File: src/rtl/pwm_demod_pkg.sv
// ---------------------------------------------------------------------------
// pwm_demod_pkg
//   Shared type definitions for the PWM demodulator.
//   Contents:
//     state_e : measurement FSM states
//               IDLE  - after reset, waiting for the first rising edge
//               MEAS  - measuring high time and period between rising edges
//               STUCK - line declared stuck, waiting for activity to resume
// ---------------------------------------------------------------------------
package pwm_demod_pkg;

   typedef enum logic [1:0] {
      IDLE  = 2'd0,
      MEAS  = 2'd1,
      STUCK = 2'd2
   } state_e;

endpackage : pwm_demod_pkg

File: src/rtl/pwm_demod_if.sv
// ---------------------------------------------------------------------------
// pwm_demod_if
//   Bundles the PWM stream input and the measurement result outputs of
//   pwm_demod.
//   Parameters:
//     PERIOD  : nominal PWM period in clk cycles, N = clog2(PERIOD)
//     TIMEOUT : cycles without a rising edge before the line is stuck,
//               W = clog2(TIMEOUT+1)
//   Signals:
//     in_i    : PWM stream (may be asynchronous to clk)
//     out_o   : N-bit measured high time, saturated at 2^N-1
//     per_o   : W-bit measured period, 0 when stuck
//     valid_o : one-cycle strobe, out_o/per_o/stuck_o updated this cycle
//     stuck_o : no rising edge within TIMEOUT; level is encoded in out_o
//   Modports:
//     master : stream source / result consumer
//     slave  : the demodulator
// ---------------------------------------------------------------------------
interface pwm_demod_if #(
   parameter int PERIOD  = 16,
   parameter int TIMEOUT = 2 * PERIOD
);
   localparam int N = $clog2(PERIOD);
   localparam int W = $clog2(TIMEOUT + 1);

   logic         in_i;
   logic [N-1:0] out_o;
   logic [W-1:0] per_o;
   logic         valid_o;
   logic         stuck_o;

   modport master (
      output in_i,
      input  out_o, per_o, valid_o, stuck_o
   );

   modport slave (
      input  in_i,
      output out_o, per_o, valid_o, stuck_o
   );

endinterface : pwm_demod_if

File: src/rtl/pwm_demod_sync_edge.sv
// ---------------------------------------------------------------------------
// sync_edge
//   Two-flop synchronizer followed by a rising-edge detector. Reusable by any
//   input-capture block that samples an asynchronous pin.
//   Ports:
//     clk     : sampling clock, all logic on posedge
//     rst     : synchronous, active-high reset (clears all flops)
//     d_i     : asynchronous input
//     level_o : synchronized level (second synchronizer stage)
//     rise_o  : combinational, high for one cycle after level_o goes 0 -> 1
// ---------------------------------------------------------------------------
module sync_edge (
   input  logic clk,
   input  logic rst,
   input  logic d_i,
   output logic level_o,
   output logic rise_o
);

   logic meta_q;     // first stage, may go metastable
   logic sync_q;     // second stage, safe to use
   logic sync_dly_q; // previous synchronized level, for edge detect

   // NOTE: sequential state is updated with non-blocking assignments only, so
   // every flop samples the pre-edge value of its source and the three stages
   // form a real shift chain instead of collapsing into one flop.
   always_ff @(posedge clk) begin
      if (rst) begin
         meta_q     <= 1'b0;
         sync_q     <= 1'b0;
         sync_dly_q <= 1'b0;
      end else begin
         meta_q     <= d_i;
         sync_q     <= meta_q;
         sync_dly_q <= sync_q;
      end
   end

   assign level_o = sync_q;
   assign rise_o  = sync_q & ~sync_dly_q;

endmodule : sync_edge

File: src/rtl/pwm_demod.sv
// ---------------------------------------------------------------------------
// pwm_demod
//   PWM demodulator, receive-side counterpart of the pwm modulator. Samples a
//   PWM stream, measures high time and period between rising edges and
//   presents the duty in the modulator's N-bit format. A line with no rising
//   edge for TIMEOUT cycles is reported as stuck, with its level in out.
//   Parameters:
//     PERIOD  : nominal PWM period in clk cycles, N = clog2(PERIOD)
//     TIMEOUT : clk cycles without a rising edge before the line is stuck
//   Ports:
//     clk       : sampling clock, all logic on posedge
//     rst       : synchronous, active-high reset, highest priority
//     bus.in_i  : PWM stream, may be asynchronous to clk
//     bus.out_o : measured high time, saturated at 2^N-1
//     bus.per_o : measured period, 0 when stuck
//     bus.valid_o : one-cycle strobe, results updated this cycle
//     bus.stuck_o : no rising edge within TIMEOUT
//   Latency: a pin edge produces the valid strobe 3 clk later (2 sync stages
//   plus the result register).
// ---------------------------------------------------------------------------
`ifndef _PWM_DEMOD_V_
`define _PWM_DEMOD_V_

module pwm_demod
   import pwm_demod_pkg::*;
#(
   parameter int PERIOD  = 16,
   parameter int TIMEOUT = 2 * PERIOD
) (
   input  logic           clk,
   input  logic           rst,
   pwm_demod_if.slave     bus
);

   localparam int N       = $clog2(PERIOD);
   localparam int W       = $clog2(TIMEOUT + 1);
   localparam int SAT_MAX = (2 ** N) - 1;

   localparam logic [W-1:0] TIMEOUT_W = W'(TIMEOUT);
   localparam logic [W-1:0] SAT_W     = W'(SAT_MAX);
   localparam logic [W-1:0] ONE_W     = W'(1);
   localparam logic [N-1:0] SAT_N     = N'(SAT_MAX);

   logic level;
   logic rise;

   state_e       state_q;
   logic [W-1:0] pcnt_q, pcnt_d;
   logic [W-1:0] hcnt_q, hcnt_d;
   logic [N-1:0] out_q,  out_d;
   logic [W-1:0] per_q;
   logic         valid_q;
   logic         stuck_q;

   sync_edge u_sync (
      .clk     (clk),
      .rst     (rst),
      .d_i     (bus.in_i),
      .level_o (level),
      .rise_o  (rise)
   );

   // Saturating increments and the clipped high time. Counters stop at
   // TIMEOUT so they can never wrap back into a plausible-looking value.
   // NOTE: every signal assigned in an always_comb is given a value on every
   // path (here unconditionally), otherwise synthesis infers a latch.
   always_comb begin
      pcnt_d = (pcnt_q == TIMEOUT_W) ? TIMEOUT_W : pcnt_q + ONE_W;
      hcnt_d = (hcnt_q == TIMEOUT_W) ? TIMEOUT_W : hcnt_q + ONE_W;
      out_d  = (hcnt_q > SAT_W) ? SAT_N : hcnt_q[N-1:0];
   end

   // Measurement FSM with registered results. The rising-edge cycle itself is
   // the first cycle of the new period and the first high cycle, hence the
   // restart value of 1 for both counters. A rise always beats the timeout.
   always_ff @(posedge clk) begin
      if (rst) begin
         state_q <= IDLE;
         pcnt_q  <= '0;
         hcnt_q  <= '0;
         out_q   <= '0;
         per_q   <= '0;
         valid_q <= 1'b0;
         stuck_q <= 1'b0;
      end else begin
         valid_q <= 1'b0;
         unique case (state_q)
            IDLE: begin
               // No period reference yet: levels are ignored, only the
               // elapsed time is tracked so a dead line is still reported.
               if (rise) begin
                  pcnt_q  <= ONE_W;
                  hcnt_q  <= ONE_W;
                  state_q <= MEAS;
               end else if (pcnt_q == TIMEOUT_W) begin
                  out_q   <= level ? SAT_N : '0;
                  per_q   <= '0;
                  stuck_q <= 1'b1;
                  valid_q <= 1'b1;
                  state_q <= STUCK;
               end else begin
                  pcnt_q  <= pcnt_d;
               end
            end

            MEAS: begin
               if (rise) begin
                  out_q   <= out_d;
                  per_q   <= pcnt_q;
                  stuck_q <= 1'b0;
                  valid_q <= 1'b1;
                  pcnt_q  <= ONE_W;
                  hcnt_q  <= ONE_W;
               end else if (pcnt_q == TIMEOUT_W) begin
                  out_q   <= level ? SAT_N : '0;
                  per_q   <= '0;
                  stuck_q <= 1'b1;
                  valid_q <= 1'b1;
                  state_q <= STUCK;
               end else begin
                  pcnt_q  <= pcnt_d;
                  if (level) begin
                     hcnt_q <= hcnt_d;
                  end
               end
            end

            STUCK: begin
               // The first period after recovery is incomplete, so it starts
               // a measurement but makes no report; stuck stays set until then.
               if (rise) begin
                  pcnt_q  <= ONE_W;
                  hcnt_q  <= ONE_W;
                  state_q <= MEAS;
               end
            end

            default: begin
               state_q <= IDLE;
            end
         endcase
      end
   end

   assign bus.out_o   = out_q;
   assign bus.per_o   = per_q;
   assign bus.valid_o = valid_q;
   assign bus.stuck_o = stuck_q;

endmodule : pwm_demod

`endif // _PWM_DEMOD_V_

File: src/flat_wrapper.sv
// flat-port wrapper written by rule: the top's interface ports become plain ports
module pwm_demod_flat import pwm_demod_pkg::*;
#(
   parameter int PERIOD  = 16,
   parameter int TIMEOUT = 2 * PERIOD
)
  (clk, rst, bus_in_i, bus_out_o, bus_per_o, bus_valid_o, bus_stuck_o);
  pwm_demod_if #(.PERIOD(PERIOD), .TIMEOUT(TIMEOUT)) bus_i ();
  input  logic clk;
  input  logic rst;
  input wire logic [$bits(bus_i.in_i)-1:0] bus_in_i;
  output wire logic [$bits(bus_i.out_o)-1:0] bus_out_o;
  output wire logic [$bits(bus_i.per_o)-1:0] bus_per_o;
  output wire logic [$bits(bus_i.valid_o)-1:0] bus_valid_o;
  output wire logic [$bits(bus_i.stuck_o)-1:0] bus_stuck_o;
  assign bus_i.in_i = bus_in_i;
  assign bus_out_o = bus_i.out_o;
  assign bus_per_o = bus_i.per_o;
  assign bus_valid_o = bus_i.valid_o;
  assign bus_stuck_o = bus_i.stuck_o;
  pwm_demod #(.PERIOD(PERIOD), .TIMEOUT(TIMEOUT)) u_core (.clk(clk), .rst(rst), .bus(bus_i));
endmodule
File: config.mk
export PLATFORM = sky130hd
export DESIGN_NAME = pwm_demod_flat
export DESIGN_NICKNAME = d
export VERILOG_FILES = /design/src/rtl/pwm_demod_pkg.sv /design/src/rtl/pwm_demod_if.sv /design/src/rtl/pwm_demod_sync_edge.sv /design/src/rtl/pwm_demod.sv /design/src/flat_wrapper.sv
export SDC_FILE = /design/constraint.sdc
export NUM_CORES = 1
export LEC_CHECK = 0
export CORE_ASPECT_RATIO = 0.8
export CORE_MARGIN = 2
export CORE_UTILIZATION = 50
export CTS_BUF_LIST = sky130_fd_sc_hd__clkbuf_2 sky130_fd_sc_hd__clkbuf_4 sky130_fd_sc_hd__clkbuf_8
export CTS_CLUSTER_SIZE = 10
export DETAILED_ROUTE_END_ITERATION = 16
export PLACE_DENSITY = 0.71
export SYNTH_ARGS = -nofsm -noshare
export SYNTH_HDL_FRONTEND = slang
export SYNTH_SLANG_ARGS = --single-unit
File: constraint.sdc
create_clock -name clk -period 1.89 [get_ports clk]
set_input_delay 0.4725 -clock clk [delete_from_list [all_inputs] [get_ports clk]]
set_output_delay 0.4725 -clock clk [all_outputs]
set_load 0.005 [all_outputs]
==> flow_metrics.tcl, run 1 <==
set metrics [dict create \
    status "finished, final reports clean" \
    clkTransAtPathRegs_ns 0.06 \
    synth_top_cell_by_area "dfxtp_1" \
    wirelength_um 3820 \
    diodes 0 \
    synth_cells 174 \
    grtUsageTotal 0.255 \
    ys.flop_type "dfxtp_1" \
    reg2reg_slack_ns 0.18 \
    clock_latency_ns 0.30 \
    synth_cell_types 48 \
    r2r-start "u_core.hcnt_q[0]$_SDFFE_PP0P_" \
    netlist.area_leader.share 0.385 \
    grt_pass1_vias 1387 \
    ys.warnings.count 0 \
    net-switching-power_mw 0.323 \
    routabilityCongestion 0.898 \
    crit_chain "inv_1 > ha_1 > nor4b_2 > a2111oi_0 > o31ai_1 > a21oi_1" \
    finalCritPeriodShare 0.906 \
    min_from "u_core.u_sync.meta_q$_SDFF_PP0_" \
    vias 1464 \
    clockBufferDepth 2 \
    clockRootBuffer "clkbuf_8" \
    p_sw_frac 0.248 \
    skew_ns 0.0113 \
    post_dp_cell_area_um2 1700 \
    initial_core_util 0.537 \
    async_flop_share 0 \
    worstHoldPathCells 1 \
    synthToLayoutAreaGrowth_pct 20.6 \
    hold_violations 0 \
    drt_iter0_markers 167 \
    die_w_um 65.4 \
    finalSetupViolations 0 \
    cap_violations 0 \
    critPathTopFamily "compound AO/OA/AOI/OAI gates" \
    core_region_area_um2 2810 \
    p_leak_nw 0.667 \
    die_h_um 53.1 \
    viasPerCell 6.31 \
    fin_tns_setup_ns 0 \
    utilization 0.647 \
    arrival_ns 1.94 \
    path_buf_inv 1 \
    nNetsFinal 200 \
    worstRegToRegCells 6 \
    crit_slowest_cell "a2111oi_0" \
    htree_levels 2 \
    r2r_end "u_core.hcnt_q[2]$_SDFFE_PP0P_" \
    rsz0062_at_grt "false" \
    critical_path_class "register to register" \
    rows 17 \
    syn-cell-area_um2 1510 \
    drc 0 \
    ys_top_cells_by_count "dfxtp_1, a21oi_1, o21ai_0" \
    cts_buffers 5 \
    placedCellCount 224 \
    combPwrFrac 0.090 \
    critPathMaxStageDelay_ns 0.52 \
    synth.area.top_cells "dfxtp_1, a21oi_1, o21ai_0" \
    fmax_ghz 0.584 \
    portBuffers 14 \
    dp_hpwl_um 2640 \
    worstSetupEndpointType "register" \
    synth.most_common_cell "dfxtp_1" \
    detail_route.wl_per_cell_um 16.5 \
    drive_above_1_share 0.139 \
    hold_end "u_core.u_sync.level_o$_SDFF_PP0_" \
    ir_drop_v 0.000562 \
    overflow 0 \
    postRouteAntennaNets 0 \
    path_max_fanout 6 \
    slew-limit-headroom 0.672 \
    first_pass_iters 5 \
    power_density_nw_per_um2 716 \
    stdcell_area_um2 1820 \
    io_pins 15 \
    synthesis.nets 181 \
    worstMarginPinSlew_ns 0.480 \
    fin_cells 232 \
    hp-class "register to register" \
    required_ns 2.12 \
    slew_violations 0 \
    antenna_found_initial 0 \
    post-place-ws_ns 0.0181 \
    dieArea_um2 3470 \
    syn-mean-instance-area_um2 8.66 \
    synth-edff-count 0 \
    fin_crit_ns 1.71 \
    cts_hold_buf 0 \
    grt_first_pass_wirelength_um 6440 \
    clkSinkCount 29 \
    start_kind "register" \
    fillCellCount 243 \
    cts_tree "built" \
    grt_max_degree 19 \
    p_int_mw 0.977 \
    setup_ws_ns 0.177 \
    p_seq_frac 0.491 \
    ys_seq_area_frac 0.385 \
    share_clk_of_total_power 0.419 \
    post_cts_buffers 0 \
    yosys_register_bits 29 \
]
==> power by group through the flow <==
stage | Sequential (mW) | Combinational [mW] | Clock [mW]
after floorplan | 0.648 | 0.0761 | 0
after CTS | 0.638 | 0.111 | 0.543
after global routing | 0.641 | 0.129 | 0.570
final | 0.639 | 0.117 | 0.544
after detailed placement | 0.652 | 0.110 | 0
after global placement | 0.651 | 0.109 | 0
==> layout make-up <==
type,instances,area (um^2),area share
multi-input cells,125,860,0.473
flip-flops and latches,29,581,0.320
repair buffers,22,200,0.110
clock buffers,8,91.3,0.0503
well taps,38,47.5,0.0262
inverters,10,37.5,0.0207
==> cells by family after synthesis <==
logic type | share of synthesized area
AND/OR/NAND/NOR | 0.258
buffers and inverters | 0.0581
adder cells (fa/ha/maj) | 0.0332
flip-flops | 0.385
multiplexers | 0.0208
AO/OA/AOI/OAI | 0.244
==> worst max-delay path by stage <==
stage / cells after the start / startpoint / slack, ns / end
finish: 6 / u_core.hcnt_q[0]$_SDFFE_PP0P_ / 0.18 / u_core.hcnt_q[2]$_SDFFE_PP0P_
global route: 6 / u_core.pcnt_q[0]$_SDFFE_PP0P_ / 0.05 / u_core.hcnt_q[5]$_SDFFE_PP0P_
CTS: 6 / u_core.pcnt_q[0]$_SDFFE_PP0P_ / 0.11 / u_core.pcnt_q[5]$_SDFFE_PP0P_
detailed placement: 4 / rst / 0.02 / u_core.pcnt_q[5]$_SDFFE_PP0P_
global placement: 4 / rst / 0.09 / u_core.pcnt_q[5]$_SDFFE_PP0P_
floorplan: 6 / u_core.pcnt_q[0]$_SDFFE_PP0P_ / 0.33 / u_core.pcnt_q[5]$_SDFFE_PP0P_
==> routing by layer <==
metal,part of all wire,global-route usage,vias up
met5,0,0,-
met4,0.019,0.156,0
met3,0.075,0.0702,9
met2,0.44,0.364,66
met1,0.47,0.343,695
li1,-,-,694
==> registers in the layout, summed over array words and instances, names as in the netlist <==
signal,flops
u_core.bus.out_o,4
u_core.bus.per_o,6
u_core.bus.stuck_o,1
u_core.bus.valid_o,1
u_core.hcnt_q,6
u_core.pcnt_q,6
u_core.state_q,2
u_core.u_sync.level_o,1
u_core.u_sync.meta_q,1
u_core.u_sync.sync_dly_q,1
==> what timing repair did <==
item | CTS | global route
setup endpoints to repair | 0 | 10
endpoints found under the hold margin | 0 | 0
resized for setup | 0 | 3
==> metrics by stage <==
stage	total power [mW]	hold slack, ns
2_1_floorplan	0.724	0.414
3_3_place_gp	0.760	0.419
3_5_place_dp	0.761	0.427
4_1_cts	1.29	0.440
5_1_grt	1.34	0.463
6_report	1.30	0.435
==> cell usage in the layout, fill, tap and decap left out, types with 2 or more instances in the layout <==
cell             synthesis  layout
nor4_1                   2       2
nor2b_2                  1       2
nand2b_1                 2       2
nor2b_1                  7       6
and3_1                   2       2
a21oi_1                 13      13
nand2_1                  5       5
nand3_1                  8       8
buf_4                    0       8
or4_1                    3       3
o211ai_1                 5       5
clkbuf_8                 0       5
o21ai_0                 13      13
a211oi_1                 4       4
clkbuf_4                 0       3
dfxtp_1                 29      29
a311oi_1                 2       2
a31oi_1                  2       2
inv_1                   10      10
nor2_1                   8       8
nor3_1                  11      11
o21ai_1                  3       3
clkdlybuf4s50_1          0      14
nand4_1                  5       5
ha_1                     4       4
mux2i_1                  2       2
(Power assumes the default switching activity.)
==> run 2, diff against run 1 <==
ABC_CLOCK_PERIOD_IN_PS = 1890   (was default)
CTS_BUF_LIST = default   (was sky130_fd_sc_hd__clkbuf_2 sky130_fd_sc_hd__clkbuf_4 sky130_fd_sc_hd__clkbuf_8)
==> flow_metrics.tcl, run 2 (synthesis gave the netlist of run 1 again) <==
set metrics [dict create \
    status "finished, final reports clean" \
    power_mw 1.25 \
    portBuffers 14 \
    clockRootBuffer "clkbuf_8" \
    htree_levels 2 \
    worstMarginPinSlew_ns 0.498 \
    skew_ns 0.00703 \
    hold_violations 0 \
    post_cts_buffers 0 \
    fin_crit_ns 1.69 \
    rows 17 \
    slew-limit-headroom 0.666 \
    nNetsFinal 200 \
    ir_drop_v 0.000559 \
    grt_pass1_vias 1374 \
    fmax_ghz 0.593 \
    clkTransAtPathRegs_ns 0.06 \
    post_dp_cell_area_um2 1700 \
    critPathLaunch "u_core.hcnt_q[0]$_SDFFE_PP0P_" \
    critical_path_class "register to register" \
    fin_cells 232 \
    r2r-start "u_core.hcnt_q[0]$_SDFFE_PP0P_" \
    slew_violations 0 \
    grtUsageTotal 0.257 \
    grt_first_pass_wirelength_um 6440 \
    placedCellCount 224 \
    p_leak_nw 0.656 \
    power_density_nw_per_um2 691 \
    detail_route.wl_per_cell_um 16.4 \
    rsz0062_at_grt "false" \
    cap_violations 0 \
    path_max_fanout 6 \
    antenna_found_initial 0 \
    clkSinkCount 29 \
    crit_slowest_cell "a2111oi_0" \
    finalSetupViolations 0 \
    dieArea_um2 3470 \
    r2r_end "u_core.hcnt_q[2]$_SDFFE_PP0P_" \
    hp-class "register to register" \
    cts_buffers 5 \
    clockBufferDepth 2 \
    routabilityCongestion 0.898 \
    cp_num_cells 6 \
    vias 1448 \
    critPathMaxStageDelay_ns 0.48 \
    wirelength_um 3810 \
    viasPerCell 6.24 \
    overflow 0 \
    drc 0 \
    worstSetupEndpointType "register" \
    reg2reg_slack_ns 0.20 \
    path_buf_inv 1 \
    drt_iter0_markers 211 \
    dp_hpwl_um 2640 \
    required_ns 2.12 \
    arrival_ns 1.91 \
    worstRegToRegCells 6 \
    die_w_um 65.4 \
    grt_max_degree 19 \
    final_cell_mix "dfxtp_1, clkdlybuf4s50_1, o21ai_0, a21oi_1, nor3_1" \
    critPathTopFamily "compound AO/OA/AOI/OAI gates" \
    die_h_um 53.1 \
    start_kind "register" \
    crit_chain "inv_1 > ha_1 > nor4b_2 > a2111oi_0 > o31ai_1 > a21oi_1" \
    worstHoldPathCells 1 \
    diodes 0 \
    fin_tns_setup_ns 0 \
    synthToLayoutAreaGrowth_pct 19.9 \
    clock_latency_ns 0.29 \
    postRouteAntennaNets 0 \
    initial_core_util 0.537 \
    core_region_area_um2 2810 \
    io_pins 15 \
    drive_above_1_share 0.124 \
    min_from "u_core.u_sync.meta_q$_SDFF_PP0_" \
    stdcell_area_um2 1810 \
    finalCritPeriodShare 0.892 \
    cts_tree "built" \
    first_pass_iters 4 \
    final_common_cell "dfxtp_1" \
    worstSetupEndpoint "u_core.hcnt_q[2]$_SDFFE_PP0P_" \
]
## run 2: area by class of cell
cell class	count	area, um^2
well taps	38	47.5
repair buffers	22	200
flip-flops and latches	29	581
inverters	10	37.5
fillers	248	1000
clock buffers	8	80.1
multi-input cells	125	860
## run 2: worst min path at each step
stage | end | slack (ns)
floorplan | u_core.u_sync.level_o$_SDFF_PP0_ | 0.41
global placement | u_core.u_sync.level_o$_SDFF_PP0_ | 0.42
detailed placement | u_core.u_sync.level_o$_SDFF_PP0_ | 0.43
CTS | u_core.u_sync.level_o$_SDFF_PP0_ | 0.44
global route | u_core.u_sync.level_o$_SDFF_PP0_ | 0.46
finish | u_core.u_sync.level_o$_SDFF_PP0_ | 0.44
## run 2: metal layers
layer / GRT usage / vias to the layer above / share of wire
met4: 0.118 / 0 / 0.018
li1: - / 694 / -
met5: 0 / - / 0
met1: 0.349 / 679 / 0.46
met2: 0.357 / 66 / 0.43
met3: 0.100 / 9 / 0.092
## run 2: power breakdown
part           switching, mW  leakage [nW]  total (mW)  internal (mW)
registers             0.0143         0.235       0.639          0.625
clock network          0.231        0.0395       0.492          0.261
logic                 0.0676         0.382       0.116         0.0486
## run 2: per-stage QoR
step                      utilization  hold slack, ns  setup WS, ns
after global routing            0.643           0.463        0.0541
final                           0.643           0.435         0.204
after floorplan                     -           0.414         0.332
after global placement          0.607           0.419        0.0922
after detailed placement        0.607           0.427        0.0181
after CTS                       0.635           0.440         0.105
## run 2: worst reg2reg max path, cell delays in order, from the launching register on
cell and delay, ns:
dfxtp_1 0.44, inv_1 0.07, ha_1 0.19, nor4b_2 0.17
a2111oi_0 0.49, o31ai_1 0.13, a21oi_1 0.13
## run 2: timing repair
item | CTS | global route
resized for setup | 0 | 3
hold buffers | 0 | 0
setup endpoints to repair | 0 | 12
